$ cat config.mk
export PLATFORM = sky130hd
export DESIGN_NAME = decode_pipe_stage_flat
export DESIGN_NICKNAME = d
export VERILOG_FILES = /design/src/rtl/decode_pipe_stage_if.sv /design/src/rtl/decode_pipe_stage.sv /design/src/flat_wrapper.sv
export SDC_FILE = /design/constraint.sdc
export NUM_CORES = 1
export LEC_CHECK = 0
export BUFFER_PORTS_ARGS = -buffer_cell sky130_fd_sc_hd__buf_2
export CORE_MARGIN = 2
export CORE_UTILIZATION = 39
export DETAILED_ROUTE_END_ITERATION = 16
export HOLD_SLACK_MARGIN = 0.1
export PLACE_DENSITY = 0.66
export SLEW_MARGIN = 40
export SYNTH_ARGS = -nofsm -noshare
export SYNTH_HDL_FRONTEND = slang
export SYNTH_SLANG_ARGS = --single-unit
$ cat constraint.sdc
create_clock -name i_clk -period 1.3 [get_ports i_clk]
set_input_delay 0.195 -clock i_clk [delete_from_list [all_inputs] [get_ports i_clk]]
set_output_delay 0.195 -clock i_clk [all_outputs]
set_load 0.05 [all_outputs]
$ cat src/rtl/decode_pipe_stage_if.sv
// Handshake and decoded-field bundle between fetch, the decode pipe stage and execute.
// The master side is the surrounding pipeline; the slave side is the stage itself.
interface decode_pipe_stage_if #(
  parameter int INST_W     = 16,
  parameter int OP_W       = 4,
  parameter int REG_W      = 4,
  parameter int DATA_W     = 16,
  parameter int HIST_DEPTH = 3
);
  localparam int DIST_W = $clog2(HIST_DEPTH + 1);

  logic              i_valid;
  logic              o_ready;
  logic [INST_W-1:0] i_inst;
  logic              i_flush;
  logic              o_valid;
  logic              i_ready;
  logic [OP_W-1:0]   o_opcode;
  logic [REG_W-1:0]  o_srcadd_1;
  logic [REG_W-1:0]  o_srcadd_2;
  logic [REG_W-1:0]  o_destadd;
  logic              o_is_imm;
  logic [DATA_W-1:0] o_imm;
  logic              o_hazard;
  logic [DIST_W-1:0] o_hazard_dist;

  modport master (
    output i_valid, i_inst, i_flush, i_ready,
    input  o_ready, o_valid, o_opcode, o_srcadd_1, o_srcadd_2, o_destadd,
    input  o_is_imm, o_imm, o_hazard, o_hazard_dist
  );

  modport slave (
    input  i_valid, i_inst, i_flush, i_ready,
    output o_ready, o_valid, o_opcode, o_srcadd_1, o_srcadd_2, o_destadd,
    output o_is_imm, o_imm, o_hazard, o_hazard_dist
  );
endinterface

$ cat src/rtl/decode_pipe_stage.sv
// Registered instruction decode stage: splits fields, sign-extends the immediate format,
// and flags read-after-write hazards against a short history of accepted destinations.
module decode_pipe_stage #(
  parameter int                INST_W      = 16,
  parameter int                OP_W        = 4,
  parameter int                REG_W       = 4,
  parameter int                DATA_W      = 16,
  parameter logic [OP_W-1:0]   IMM_OP      = 4'hA,
  parameter int                HIST_DEPTH  = 3,
  parameter bit                ZERO_REG_EN = 1'b1
) (
  input logic               i_clk,
  input logic               i_rst_n,
  decode_pipe_stage_if.slave bus
);
  localparam int DIST_W = $clog2(HIST_DEPTH + 1);

  generate
    if (INST_W != OP_W + 3 * REG_W) begin : g_bad_inst_w
      $error("decode_pipe_stage: INST_W must equal OP_W + 3*REG_W");
    end
    if (DATA_W < 2 * REG_W) begin : g_bad_data_w
      $error("decode_pipe_stage: DATA_W must be at least 2*REG_W");
    end
    if (HIST_DEPTH < 1 || HIST_DEPTH > 8) begin : g_bad_depth
      $error("decode_pipe_stage: HIST_DEPTH must be in 1..8");
    end
  endgenerate

  function automatic logic src_match(input logic [REG_W-1:0] src, input logic [REG_W-1:0] addr);
    logic zero_src;
    zero_src = ZERO_REG_EN && (src == {REG_W{1'b0}});
    return (src == addr) && !zero_src;
  endfunction

  logic [OP_W-1:0]   opcode_s;
  logic [REG_W-1:0]  field1_s;
  logic [REG_W-1:0]  field2_s;
  logic [REG_W-1:0]  field3_s;
  logic              is_imm_s;
  logic [DATA_W-1:0] imm_s;
  logic              accept_s;
  logic              hit_s;
  logic [DIST_W-1:0] dist_s;

  logic              valid_q,  valid_d;
  logic [OP_W-1:0]   opcode_q, opcode_d;
  logic [REG_W-1:0]  src1_q,   src1_d;
  logic [REG_W-1:0]  src2_q,   src2_d;
  logic [REG_W-1:0]  dest_q,   dest_d;
  logic              is_imm_q, is_imm_d;
  logic [DATA_W-1:0] imm_q,    imm_d;
  logic              hazard_q, hazard_d;
  logic [DIST_W-1:0] dist_q,   dist_d;
  logic              hist_vld_q  [HIST_DEPTH];
  logic              hist_vld_d  [HIST_DEPTH];
  logic [REG_W-1:0]  hist_addr_q [HIST_DEPTH];
  logic [REG_W-1:0]  hist_addr_d [HIST_DEPTH];

  assign opcode_s = bus.i_inst[INST_W-1 -: OP_W];
  assign field1_s = bus.i_inst[INST_W-OP_W-1 -: REG_W];
  assign field2_s = bus.i_inst[INST_W-OP_W-REG_W-1 -: REG_W];
  assign field3_s = bus.i_inst[REG_W-1:0];
  assign is_imm_s = (opcode_s == IMM_OP);
  assign imm_s    = DATA_W'($signed(bus.i_inst[2*REG_W-1:0]));

  assign bus.o_ready = !valid_q || bus.i_ready;
  assign accept_s    = bus.i_valid && bus.o_ready && !bus.i_flush;

  // Nearest matching history entry; walking oldest-to-newest lets the youngest match win.
  always_comb begin
    hit_s  = 1'b0;
    dist_s = {DIST_W{1'b0}};
    for (int i = HIST_DEPTH - 1; i >= 0; i--) begin
      if (!is_imm_s && hist_vld_q[i] &&
          (src_match(field1_s, hist_addr_q[i]) || src_match(field2_s, hist_addr_q[i]))) begin
        hit_s  = 1'b1;
        dist_s = DIST_W'(i + 1);
      end else begin
        hit_s  = hit_s;
        dist_s = dist_s;
      end
    end
  end

  // Next-state selection: flush beats accept; a consumed output with no new accept goes invalid.
  always_comb begin
    valid_d  = valid_q;
    opcode_d = opcode_q;
    src1_d   = src1_q;
    src2_d   = src2_q;
    dest_d   = dest_q;
    is_imm_d = is_imm_q;
    imm_d    = imm_q;
    hazard_d = hazard_q;
    dist_d   = dist_q;
    for (int i = 0; i < HIST_DEPTH; i++) begin
      hist_vld_d[i]  = hist_vld_q[i];
      hist_addr_d[i] = hist_addr_q[i];
    end

    if (bus.i_flush) begin
      valid_d = 1'b0;
      for (int i = 0; i < HIST_DEPTH; i++) begin
        hist_vld_d[i] = 1'b0;
      end
    end else if (accept_s) begin
      valid_d  = 1'b1;
      opcode_d = opcode_s;
      is_imm_d = is_imm_s;
      hazard_d = hit_s;
      dist_d   = dist_s;
      if (is_imm_s) begin
        src1_d = {REG_W{1'b0}};
        src2_d = {REG_W{1'b0}};
        dest_d = field1_s;
        imm_d  = imm_s;
      end else begin
        src1_d = field1_s;
        src2_d = field2_s;
        dest_d = field3_s;
        imm_d  = {DATA_W{1'b0}};
      end
      for (int i = HIST_DEPTH - 1; i > 0; i--) begin
        hist_vld_d[i]  = hist_vld_q[i-1];
        hist_addr_d[i] = hist_addr_q[i-1];
      end
      hist_vld_d[0]  = 1'b1;
      hist_addr_d[0] = dest_d;
    end else if (valid_q && bus.i_ready) begin
      valid_d = 1'b0;
    end else begin
      valid_d = valid_q;
    end
  end

  // State registers with synchronous active-low reset.
  always_ff @(posedge i_clk) begin
    if (!i_rst_n) begin
      valid_q  <= 1'b0;
      opcode_q <= {OP_W{1'b0}};
      src1_q   <= {REG_W{1'b0}};
      src2_q   <= {REG_W{1'b0}};
      dest_q   <= {REG_W{1'b0}};
      is_imm_q <= 1'b0;
      imm_q    <= {DATA_W{1'b0}};
      hazard_q <= 1'b0;
      dist_q   <= {DIST_W{1'b0}};
      for (int i = 0; i < HIST_DEPTH; i++) begin
        hist_vld_q[i]  <= 1'b0;
        hist_addr_q[i] <= {REG_W{1'b0}};
      end
    end else begin
      valid_q  <= valid_d;
      opcode_q <= opcode_d;
      src1_q   <= src1_d;
      src2_q   <= src2_d;
      dest_q   <= dest_d;
      is_imm_q <= is_imm_d;
      imm_q    <= imm_d;
      hazard_q <= hazard_d;
      dist_q   <= dist_d;
      for (int i = 0; i < HIST_DEPTH; i++) begin
        hist_vld_q[i]  <= hist_vld_d[i];
        hist_addr_q[i] <= hist_addr_d[i];
      end
    end
  end

  assign bus.o_valid       = valid_q;
  assign bus.o_opcode      = opcode_q;
  assign bus.o_srcadd_1    = src1_q;
  assign bus.o_srcadd_2    = src2_q;
  assign bus.o_destadd     = dest_q;
  assign bus.o_is_imm      = is_imm_q;
  assign bus.o_imm         = imm_q;
  assign bus.o_hazard      = hazard_q;
  assign bus.o_hazard_dist = dist_q;
endmodule

$ cat src/flat_wrapper.sv
// flat-port wrapper written by rule: the top's interface ports become plain ports
module decode_pipe_stage_flat 
#(
  parameter int                INST_W      = 16,
  parameter int                OP_W        = 4,
  parameter int                REG_W       = 4,
  parameter int                DATA_W      = 16,
  parameter logic [OP_W-1:0]   IMM_OP      = 4'hA,
  parameter int                HIST_DEPTH  = 3,
  parameter bit                ZERO_REG_EN = 1'b1
)
  (i_clk, i_rst_n, bus_i_valid, bus_i_inst, bus_i_flush, bus_i_ready, bus_o_ready, bus_o_valid, bus_o_opcode, bus_o_srcadd_1, bus_o_srcadd_2, bus_o_destadd, bus_o_is_imm, bus_o_imm, bus_o_hazard, bus_o_hazard_dist);
  decode_pipe_stage_if #(.INST_W(INST_W), .OP_W(OP_W), .REG_W(REG_W), .DATA_W(DATA_W), .HIST_DEPTH(HIST_DEPTH)) bus_i ();
  input logic i_clk;
  input logic i_rst_n;
  input wire logic [$bits(bus_i.i_valid)-1:0] bus_i_valid;
  input wire logic [$bits(bus_i.i_inst)-1:0] bus_i_inst;
  input wire logic [$bits(bus_i.i_flush)-1:0] bus_i_flush;
  input wire logic [$bits(bus_i.i_ready)-1:0] bus_i_ready;
  output wire logic [$bits(bus_i.o_ready)-1:0] bus_o_ready;
  output wire logic [$bits(bus_i.o_valid)-1:0] bus_o_valid;
  output wire logic [$bits(bus_i.o_opcode)-1:0] bus_o_opcode;
  output wire logic [$bits(bus_i.o_srcadd_1)-1:0] bus_o_srcadd_1;
  output wire logic [$bits(bus_i.o_srcadd_2)-1:0] bus_o_srcadd_2;
  output wire logic [$bits(bus_i.o_destadd)-1:0] bus_o_destadd;
  output wire logic [$bits(bus_i.o_is_imm)-1:0] bus_o_is_imm;
  output wire logic [$bits(bus_i.o_imm)-1:0] bus_o_imm;
  output wire logic [$bits(bus_i.o_hazard)-1:0] bus_o_hazard;
  output wire logic [$bits(bus_i.o_hazard_dist)-1:0] bus_o_hazard_dist;
  assign bus_i.i_valid = bus_i_valid;
  assign bus_i.i_inst = bus_i_inst;
  assign bus_i.i_flush = bus_i_flush;
  assign bus_i.i_ready = bus_i_ready;
  assign bus_o_ready = bus_i.o_ready;
  assign bus_o_valid = bus_i.o_valid;
  assign bus_o_opcode = bus_i.o_opcode;
  assign bus_o_srcadd_1 = bus_i.o_srcadd_1;
  assign bus_o_srcadd_2 = bus_i.o_srcadd_2;
  assign bus_o_destadd = bus_i.o_destadd;
  assign bus_o_is_imm = bus_i.o_is_imm;
  assign bus_o_imm = bus_i.o_imm;
  assign bus_o_hazard = bus_i.o_hazard;
  assign bus_o_hazard_dist = bus_i.o_hazard_dist;
  decode_pipe_stage #(.INST_W(INST_W), .OP_W(OP_W), .REG_W(REG_W), .DATA_W(DATA_W), .IMM_OP(IMM_OP), .HIST_DEPTH(HIST_DEPTH), .ZERO_REG_EN(ZERO_REG_EN)) u_core (.i_clk(i_clk), .i_rst_n(i_rst_n), .bus(bus_i));
endmodule
Yosys cells after proc, flatten, opt, wreduce, memory -nomap -nowiden. Memories as Yosys holds them, arrays and structs flattened. Cells that the tools add are included.

Output and inout bits: 38. RAM bits: 15. Word-level logic and storage cells: 79. Memories: 2. Register bits after elaboration: 37.

Memory list: u_core.hist_addr_q (words 3, width 4, read ports 3, clocked after memory_dff 0, wr ports 3, RTL line decode_pipe_stage.sv:57) `logic [REG_W-1:0] hist_addr_q [HIST_DEPTH];`; u_core.hist_vld_q (words 3, width 1, read ports 3, clocked after memory_dff 0, wr ports 3, RTL line decode_pipe_stage.sv:55) `logic hist_vld_q [HIST_DEPTH];`.

Multiplexer cells: 24. Reduce and logical (&&, ||, !) cells: 29. Bitwise gates (word level): 8. Equal/unequal tests: 7.

Operators with widths (number): equality test 4 bit (6); two-way mux 12 bit (2); two-way mux 4 bit (6); two-way mux 16 bit (1); logical AND 1 bit (15); two-way mux 1 bit (10); zero test 4 bit (2); two-way mux 2 bit (3); two-way mux 3 bit (2); OR 1 bit (6); zero test 1 bit (5); equality test 4 bit (second input constant) (1); logical OR 1 bit (4); NOT 1 bit (2); AND reduction 2 bit (1); nonzero test 2 bit (1); OR reduction 2 bit (1).

Depth between registers and ports, before layout. Gate-level depths: netlist of run 1.

Depth in word-level cells: 8. Gate-level depth with buffers: 6. Depth with buffers taken out: 5.

Worst setup path after synthesis of run 1. No wires, ideal clock.

Path kind: register -> register. From: reg u_core.valid_q (netlist: u_core.bus.o_valid). To: reg u_core.is_imm_q (netlist: u_core.bus.o_is_imm). Arrival time: 1.926 ns. Path buffers: 1. Slack: -0.696 ns. Stages on the path, launching flop included: 7. Data required time: 1.230 ns. Library setup time: 0.070 ns. Clock period less this slack: 1.996 ns. Cell sequence: dfxtp_1 -> nand2b_1 -> nand2_2 -> or2_1 -> buf_2 -> nand2_1 -> a21oi_1.

Cells in the longest elaborated chain, start to end: 5.

Ends and longest elaborated chain: start, declared (RTL line decode_pipe_stage.sv:46) `logic valid_q, valid_d;`; start signal, assigned (RTL line decode_pipe_stage.sv:154) `valid_q <= valid_d;`; zero test 1 bit (RTL line decode_pipe_stage.sv:67) `assign bus.o_ready = !valid_q || bus.i_ready;`; logical OR 1 bit (RTL line decode_pipe_stage.sv:67); via bus_o_ready (RTL line flat_wrapper.sv:20) `output wire logic [$bits(bus_i.o_ready)-1:0] bus_o_ready;`; logical AND 1 bit (2 in a row) (RTL line decode_pipe_stage.sv:68) `assign accept_s = bus.i_valid && bus.o_ready && !bus.i_flush;`; AND reduction 2 bit (no line); end signal, assigned (RTL line decode_pipe_stage.sv:159) `is_imm_q <= is_imm_d;`; end, declared (RTL line decode_pipe_stage.sv:51) `logic is_imm_q, is_imm_d;`.

The timed path passes the listed nets, and every way through them passes these cells. A chain may end at the register's enable or synchronous reset.

==> impl_results.md, run 1 <==
* Status: finished with violations
* Failing checks: negative setup slack
* Layout net count at between 300 and 400
* Mapped Cells at 248
* Initial antenna violation count at 0
* Synth top area share at between 40% and 50%
* Clk slew on worst S/H paths at 0.08 ns
* Vias at ~2k
* Synth area leader: dfxtp_1
* CP Cell Sequence: xor2_1, nor3_2, a22oi_2, buf_4, a211oi_2, o221a_1
* Fin area at 2840 µm²
* Clock Sinks at 40
* Initial drt markers at around 100
* DRT Wirelength at 5.87 mm
* HPWL Detailed at roughly 3.7 mm
* Total track usage at between 10% and 20%
* CP arrival at 1.59 ns
* VDD IR max at ~0.00075 V
* Flop pwr share at between 40% and 50%
* Initial core utilization at 41.2%
* Ys Warns at 0
* Antenna Cells at 0
* Tightest Pin Transition at between 0.4 and 0.5 ns
* Placeable Area at approximately 4800 µm²
* Global-route wire length before repair at around 8.2 mm
* Commonest non-fill, non-tap cell in the layout: buf_2
* Fraction of layout cells with a size suffix above 1 at a little under half
* Clock latency on the worst-skew pair at 0.29 ns
* CTS tree: done
* Post-Syn Area per Cell at roughly 7.9 µm²
* Routed WL per cell at 14.9 µm
* Multi-input logic area at 1130 µm²
* Worst path bufs/invs at 1
* Vias/cell at approximately 5.1
* Commonest cells after routing, fill and taps aside: 55 x buf_2, 54 x nand2_1, 35 x buf_4
* Port buffer count at 58
* Seq cells post-synth at 40
* FP Rows at 25
* Root Buffer Master: clkbuf_8
* Total gr overflow at 0
* Total of max-cap violations at 0
* DRC viols at 0
* Inserted Clock Buffers at 5
* Power Density at approximately 960 nW/µm²
* Comb power frac at a little under a quarter
* Nature of the critical path endpoint: flop
* Leak Pwr at 1.20 nW
* Post-CTS Hold Fix Bufs at 0
* GPL Wtd Cong at 0.846
* Hold WC Path Type: in -> reg
* Tmin final at between 1 and 1.5 ns
* Register area at about 820 µm²
* RSZ-0062 raised after global routing: true
* Max stage delay on crit path at 0.36 ns
* Slew Limit Fails at 0
* Relative max-transition margin at 72.4%
* Vias in the first global route at 1,737
* DP Worst Slack at -0.175 ns
* Setup Skew at slightly below 0.007 ns
* H-tree depth at 2
* Share of flip-flops with an asynchronous set or reset at 0%
* EDFF count, synth at 0
* Psw at ~0.83 mW
* Primary FF master, synth: dfxtp_1
* DIE WIDTH at 75.1 µm
* Fmax at ~0.71 GHz
* Sw frac at a little over 30%
* CP delay by family, top: compound AO/OA/AOI/OAI gates
* DRT Pass-1 Iters at 4
* Crit Path Class: reg -> reg
* CP startpoint kind: flop
* P_int at between 1.5 and 2 mW
* DIE AREA at ~5600 µm²
* Clock power frac at between 20 and 30%
* Syn Nets at approximately 270
* Clock Path Buffers at 2
* Crit Path Max Fanout at 3
* Final hold vios at 0
* Largest net degree at the start of global routing at 35
* Cell Area, Placed at ~2400 µm²
* Distinct cells, synth at 35
* CP max stage cell: dfxtp_2
* Antenna-violating nets left at 0
* Mapped Area at a little under 2000 µm²
* Layout overhead on the synthesized area at 44.0%
* Sequential share of the synthesized area at 40.7%
* Worst path required time at 1.48 ns
* Setup slack after layout at -0.104 ns
* Final Cycle Share at 108%
* Fillcell total at between 400 and 500
* Final Setup Violations at 3
* Boundary pin count at 59
* Top cells by area, synth: dfxtp_1 41%, nand2_1 10%, a21oi_1 8.4%, xnor2_1 5.8%, nand3_1 4.8%
* Die H at between 70 and 80 µm
-- power by group through the flow --
stage | Sequential (mW) | Clock (mW) | Combinational (mW)
after floorplan | 1.40 | 0 | 0.275
after global placement | 1.32 | 0 | 0.517
after detailed placement | 1.32 | 0 | 0.520
after CTS | 1.29 | 0.834 | 0.529
after global routing | 1.30 | 0.887 | 0.666
final | 1.29 | 0.805 | 0.625
-- cells by family after synthesis --
kind of cell / Yosys count / share of synthesized area [%]
AO/OA/AOI/OAI: 47 / 14.1
XOR/XNOR: 22 / 9.78
buffers and inverters: 36 / 10.2
flip-flops: 40 / 40.7
AND/OR/NAND/NOR: 103 / 25.3
-- final timing paths --
check / cells after the start / slack, ns / endpoint / start
max: 6 / -0.10 / u_core.bus.o_hazard_dist[0] / u_core.hist_addr_q[0][10]
min: 3 / 0.16 / u_core.hist_addr_q[0][3] / bus_i_inst[3]
max reg2reg: 6 / -0.10 / u_core.bus.o_hazard_dist[0] / u_core.hist_addr_q[0][10]
min reg2reg: 2 / 0.45 / u_core.bus.o_opcode[1] / u_core.bus.o_opcode[1]
-- per-layer routing --
layer  global-route usage (%)  up-vias  wire length, µm
li1                         -      980                -
met1                     26.5      932             2670
met5                        0        -                0
met3                     4.69        7              395
met2                     29.6       80             2760
met4                     4.76        0               44
-- flip-flops by register name, indices dropped and copies added (netlist names) --
register / count
u_core.bus.o_hazard: 1
u_core.bus.o_imm: 8
u_core.bus.o_srcadd_2: 4
u_core.bus.o_destadd: 3
u_core.bus.o_srcadd_1: 4
u_core.bus.o_is_imm: 1
u_core.hist_vld_q: 3
u_core.bus.o_hazard_dist: 2
u_core.bus.o_valid: 1
u_core.bus.o_opcode: 4
u_core.hist_addr_q: 9
-- per-stage QoR --
step | hold slack (ns) | power [mW] | TNS (ns) | utilization, % | std cells
3_5_place_dp | 0.443 | 1.84 | -0.418 | 51.0 | 371
4_1_cts | 0.153 | 2.66 | -0.150 | 53.6 | 380
3_3_place_gp | 0.436 | 1.84 | -0.326 | 51.0 | 371
2_1_floorplan | 0.314 | 1.68 | -1.67 | - | 248
5_1_grt | 0.162 | 2.85 | -0.823 | 59.2 | 393
6_report | 0.162 | 2.72 | -0.199 | 59.2 | 393
-- worst min-delay path: stages --
cell	delay (ns)
buf_2	0.10
nand2_1	0.05
a311oi_1	0.08
-- synthesized netlist by cell type, types with 2 or more instances --
cell type / number
dfxtp_1: 40
nor3_1: 4
o21ai_1: 2
clkbuf_1: 5
nand3_1: 19
buf_2: 14
nor4_1: 5
inv_1: 2
or2_1: 3
nand2_1: 55
buf_4: 12
a21oi_1: 33
a311oi_1: 4
clkbuf_2: 2
nor2_1: 4
nand2b_1: 2
xnor2_1: 13
xor2_1: 9
nand4_1: 4
-- cell type report --
type	instances	area share [%]
Inverter	3	0.397
Timing Repair Buffer	101	24.8
Clock buffer	7	2.69
Sequential cell	40	29.1
Multi-Input combinational cell	174	39.8
Tap cell	67	2.96
Clock inverter	1	0.177
-- what timing repair did --
item / 4_1_cts / 5_1_grt
gates resized for setup: 11 / 34
pin swaps: 5 / 23
setup endpoints to repair: 5 / 36
setup buffers: 1 / 9
gates cloned: 0 / 4
(Power assumes the default switching activity.)
==> run 2: changes to the inputs <==
==> constraint.sdc (replaced) <==
create_clock -name i_clk -period 1.2 [get_ports i_clk]
set_input_delay 0.18 -clock i_clk [delete_from_list [all_inputs] [get_ports i_clk]]
set_output_delay 0.18 -clock i_clk [all_outputs]
set_load 0.05 [all_outputs]
==> impl_results.md, run 2 (same netlist as run 1, synthesis figures left out) <==
* Status: finished with violations
* Failing checks: negative setup slack
* DRT Pass-1 Iters at 4 (unchanged)
* Crit Path Class: reg -> reg
* R2r setup slk at -0.18 ns (-0.08 ns)
* CTS tree: done
* Total track usage at 20.2% (+1.1 points)
* Depth of the worst register-to-register path at 4 (-2)
* Final Cycle Share at 115% (+7.2 points)
* GPL Wtd Cong at 0.838 (-0.89%)
* Reg-to-Reg End: u_core.bus.o_hazard_dist[0]
* Fin area at 2730 µm² (-3.8%)
* Worst Setup EP: u_core.bus.o_hazard_dist[0]
* Vias/cell at 5.06 (-0.55%)
* Final hold vios at 0 (unchanged)
* Commonest non-fill, non-tap cell in the layout: nand2_1
* CP Cell Sequence: or4_1, nand4_1, nand3_2, o221a_1
* FP Rows at 25 (unchanged)
* Antenna-violating nets left at 0 (unchanged)
* Multi-input logic area at 1120 µm² (-1.2%)
* Clk slew on worst S/H paths at 0.08 ns (about the same)
* Routed WL per cell at 14.3 µm (-4.0%)
* Post-CTS Setup Inserts at 0 (-1)
* H-tree depth at 2 (unchanged)
* Clock latency on the worst-skew pair at 0.30 ns (about the same)
* CP arrival at 1.57 ns (-0.02 ns)
* CP startpoint kind: flop
* Root Buffer Master: clkbuf_8
* Antenna Cells at 0 (unchanged)
* Setup Skew at 0.00487 ns (-0.00209 ns)
* Layout net count at 329 (-4.9%)
* VDD IR max at 0.000703 V (-5.8%)
* Crit Path Max Fanout at 2 (-1)
* Hold WC Path Type: in -> reg
* Met3 usage at 3.88% (-0.80 points)
* DIE AREA at 5630 µm² (unchanged)
* Vias in the first global route at 1,755 (+1.0%)
* Crit. path cell count at 4 (-2)
* Initial antenna violation count at 0 (unchanged)
* Worst path required time at 1.39 ns (-0.09 ns)
* Boundary pin count at 59 (unchanged)
* Setup slack after layout at -0.182 ns (-0.0778 ns)
* GR Layer Usage met2 at 31.4% (+1.8 points)
* Nature of the critical path endpoint: flop
* Reg with most FFs: u_core.hist_addr_q
* Total of max-cap violations at 0 (unchanged)
* Grt met1 use at 28.2% (+1.7 points)
* Power Density at 1140 nW/µm² (+19%)
* Tmin final at 1.38 ns (-0.0222 ns)
* Fillcell total at 445 (+0.45%)
* Die H at 75.1 µm (unchanged)
* Cell Area, Placed at 2430 µm² (-0.41%)
* Tightest Pin Transition at 0.291 ns (-0.123 ns)
* RR Startpoint: u_core.bus.o_destadd[2]
* Total gr overflow at 0 (unchanged)
* Max FFs per register at 9 (unchanged)
* Tot Pwr at 3.11 mW (+14%)
* DIE WIDTH at 75.1 µm (unchanged)
* HPWL Detailed at 3.68 mm (-1.3%)
* DRC viols at 0 (unchanged)
* DRT Wirelength at 5.39 mm (-8.1%)
* Leak Pwr at 1.13 nW (-5.5%)
* Clock Sinks at 40 (unchanged)
* Relative max-transition margin at 80.4% (+8.0 points)
* Placeable Area at 4790 µm² (unchanged)
* Largest net degree at the start of global routing at 26 (-26%)
* Global-route wire length before repair at 8.56 mm (+4.1%)
* Grt peak-use layer: met2
* Initial core utilization at 41.2% (unchanged)
* Inserted Clock Buffers at 5 (unchanged)
* Vias at 1,902 (-4.9%)
* CP delay by family, top: simple AND/OR/NAND/NOR gates
* Port buffer count at 58 (unchanged)
* Max stage delay on crit path at 0.50 ns (+0.14 ns)
* CP max stage cell: or4_1
* Commonest cells after routing, fill and taps aside: 55 x nand2_1, 44 x buf_2, 33 x a21oi_1
* Clock Path Buffers at 2 (unchanged)
* Layout overhead on the synthesized area at 38.5%
* RSZ-0062 raised after global routing: true
* Critical Path Source: u_core.bus.o_destadd[2]
* Initial drt markers at 89 (-12%)
* Worst path bufs/invs at 0 (-1)
* Slew Limit Fails at 0 (unchanged)
* Fmax at 0.724 GHz (+1.6%)
* Register area at 828 µm² (+0.46%)
* Final Setup Violations at 3 (unchanged)
* Fraction of layout cells with a size suffix above 1 at 41.7% (-4.9 points)
==> run 2: cell types whose count changed in the layout (fill, tap and decap cells not counted), moves of 3 or more <==
cell and delta:
xnor2_2 +3, buf_2 -11, nand3_1 +3, a21oi_1 +6, clkbuf_4 +6, xnor2_1 -3, a21oi_2 -6, buf_4 -9
nand3_2 -3, dfxtp_2 -3
==> run 2: repair_timing <==
| item | in CTS | in global routing |
|---|---|---|
| endpoints found under the setup margin | 10 | 12 |
| pin swaps | 4 | 11 |
| hold buffers | 0 | 0 |
| cloned | 1 | 0 |
| resized for setup | 20 | 29 |
==> run 2: worst min path at each step <==
stage	endpoint	slack (ns)	cells past startpoint	startpoint
floorplan	u_core.bus.o_valid	0.30	2	bus_i_valid
global placement	u_core.bus.o_opcode[0]	0.44	2	u_core.bus.o_opcode[0]
detailed placement	u_core.bus.o_srcadd_2[1]	0.44	2	u_core.bus.o_srcadd_2[1]
CTS	u_core.bus.o_imm[0]	0.13	3	bus_i_inst[0]
global route	u_core.bus.o_imm[0]	0.14	3	bus_i_inst[0]
finish	u_core.bus.o_imm[0]	0.14	3	bus_i_inst[0]
==> run 2: worst register-to-register path: cells and delay by family, from the launching register on <==
kind / cells / cell delay (ns)
AND/OR/NAND/NOR: 3 / 0.71
flip-flops: 1 / 0.33
AO/OA/AOI/OAI: 1 / 0.23
==> run 2: layout make-up <==
type | count | share of cell area (%)
clock buffer | 6 | 2.66
clock inverter | 2 | 1.28
inverter | 3 | 0.413
multi-input combinational | 173 | 40.9
sequential | 40 | 30.4
tap | 67 | 3.07
timing repair buffer | 85 | 21.3
==> run 2: layer usage <==
layer,share of wire [%],wire length (µm)
met4,1.4,75
met5,0,0
met1,47,2520
met2,46,2500
met3,5.4,293
==> run 2: report_power, final <==
| part | leakage, nW | internal (mW) | total (mW) | switching, mW |
|---|---|---|---|---|
| clock | 0.0552 | 0.617 | 1.10 | 0.479 |
| combinational | 0.742 | 0.236 | 0.620 | 0.384 |
| sequential | 0.332 | 1.36 | 1.40 | 0.0338 |
==> run 2: metrics by stage <==
stage	utilization [%]	hold WS, ns	setup WS, ns	TNS, ns	instances
2_1_floorplan	-	0.299	-0.160	-4.94	248
3_3_place_gp	50.8	0.437	-0.232	-0.533	367
3_5_place_dp	50.8	0.443	-0.262	-0.700	367
4_1_cts	54.5	0.135	-0.162	-0.397	376
5_1_grt	57.0	0.138	-0.249	-0.708	376
6_report	57.0	0.144	-0.182	-0.490	376
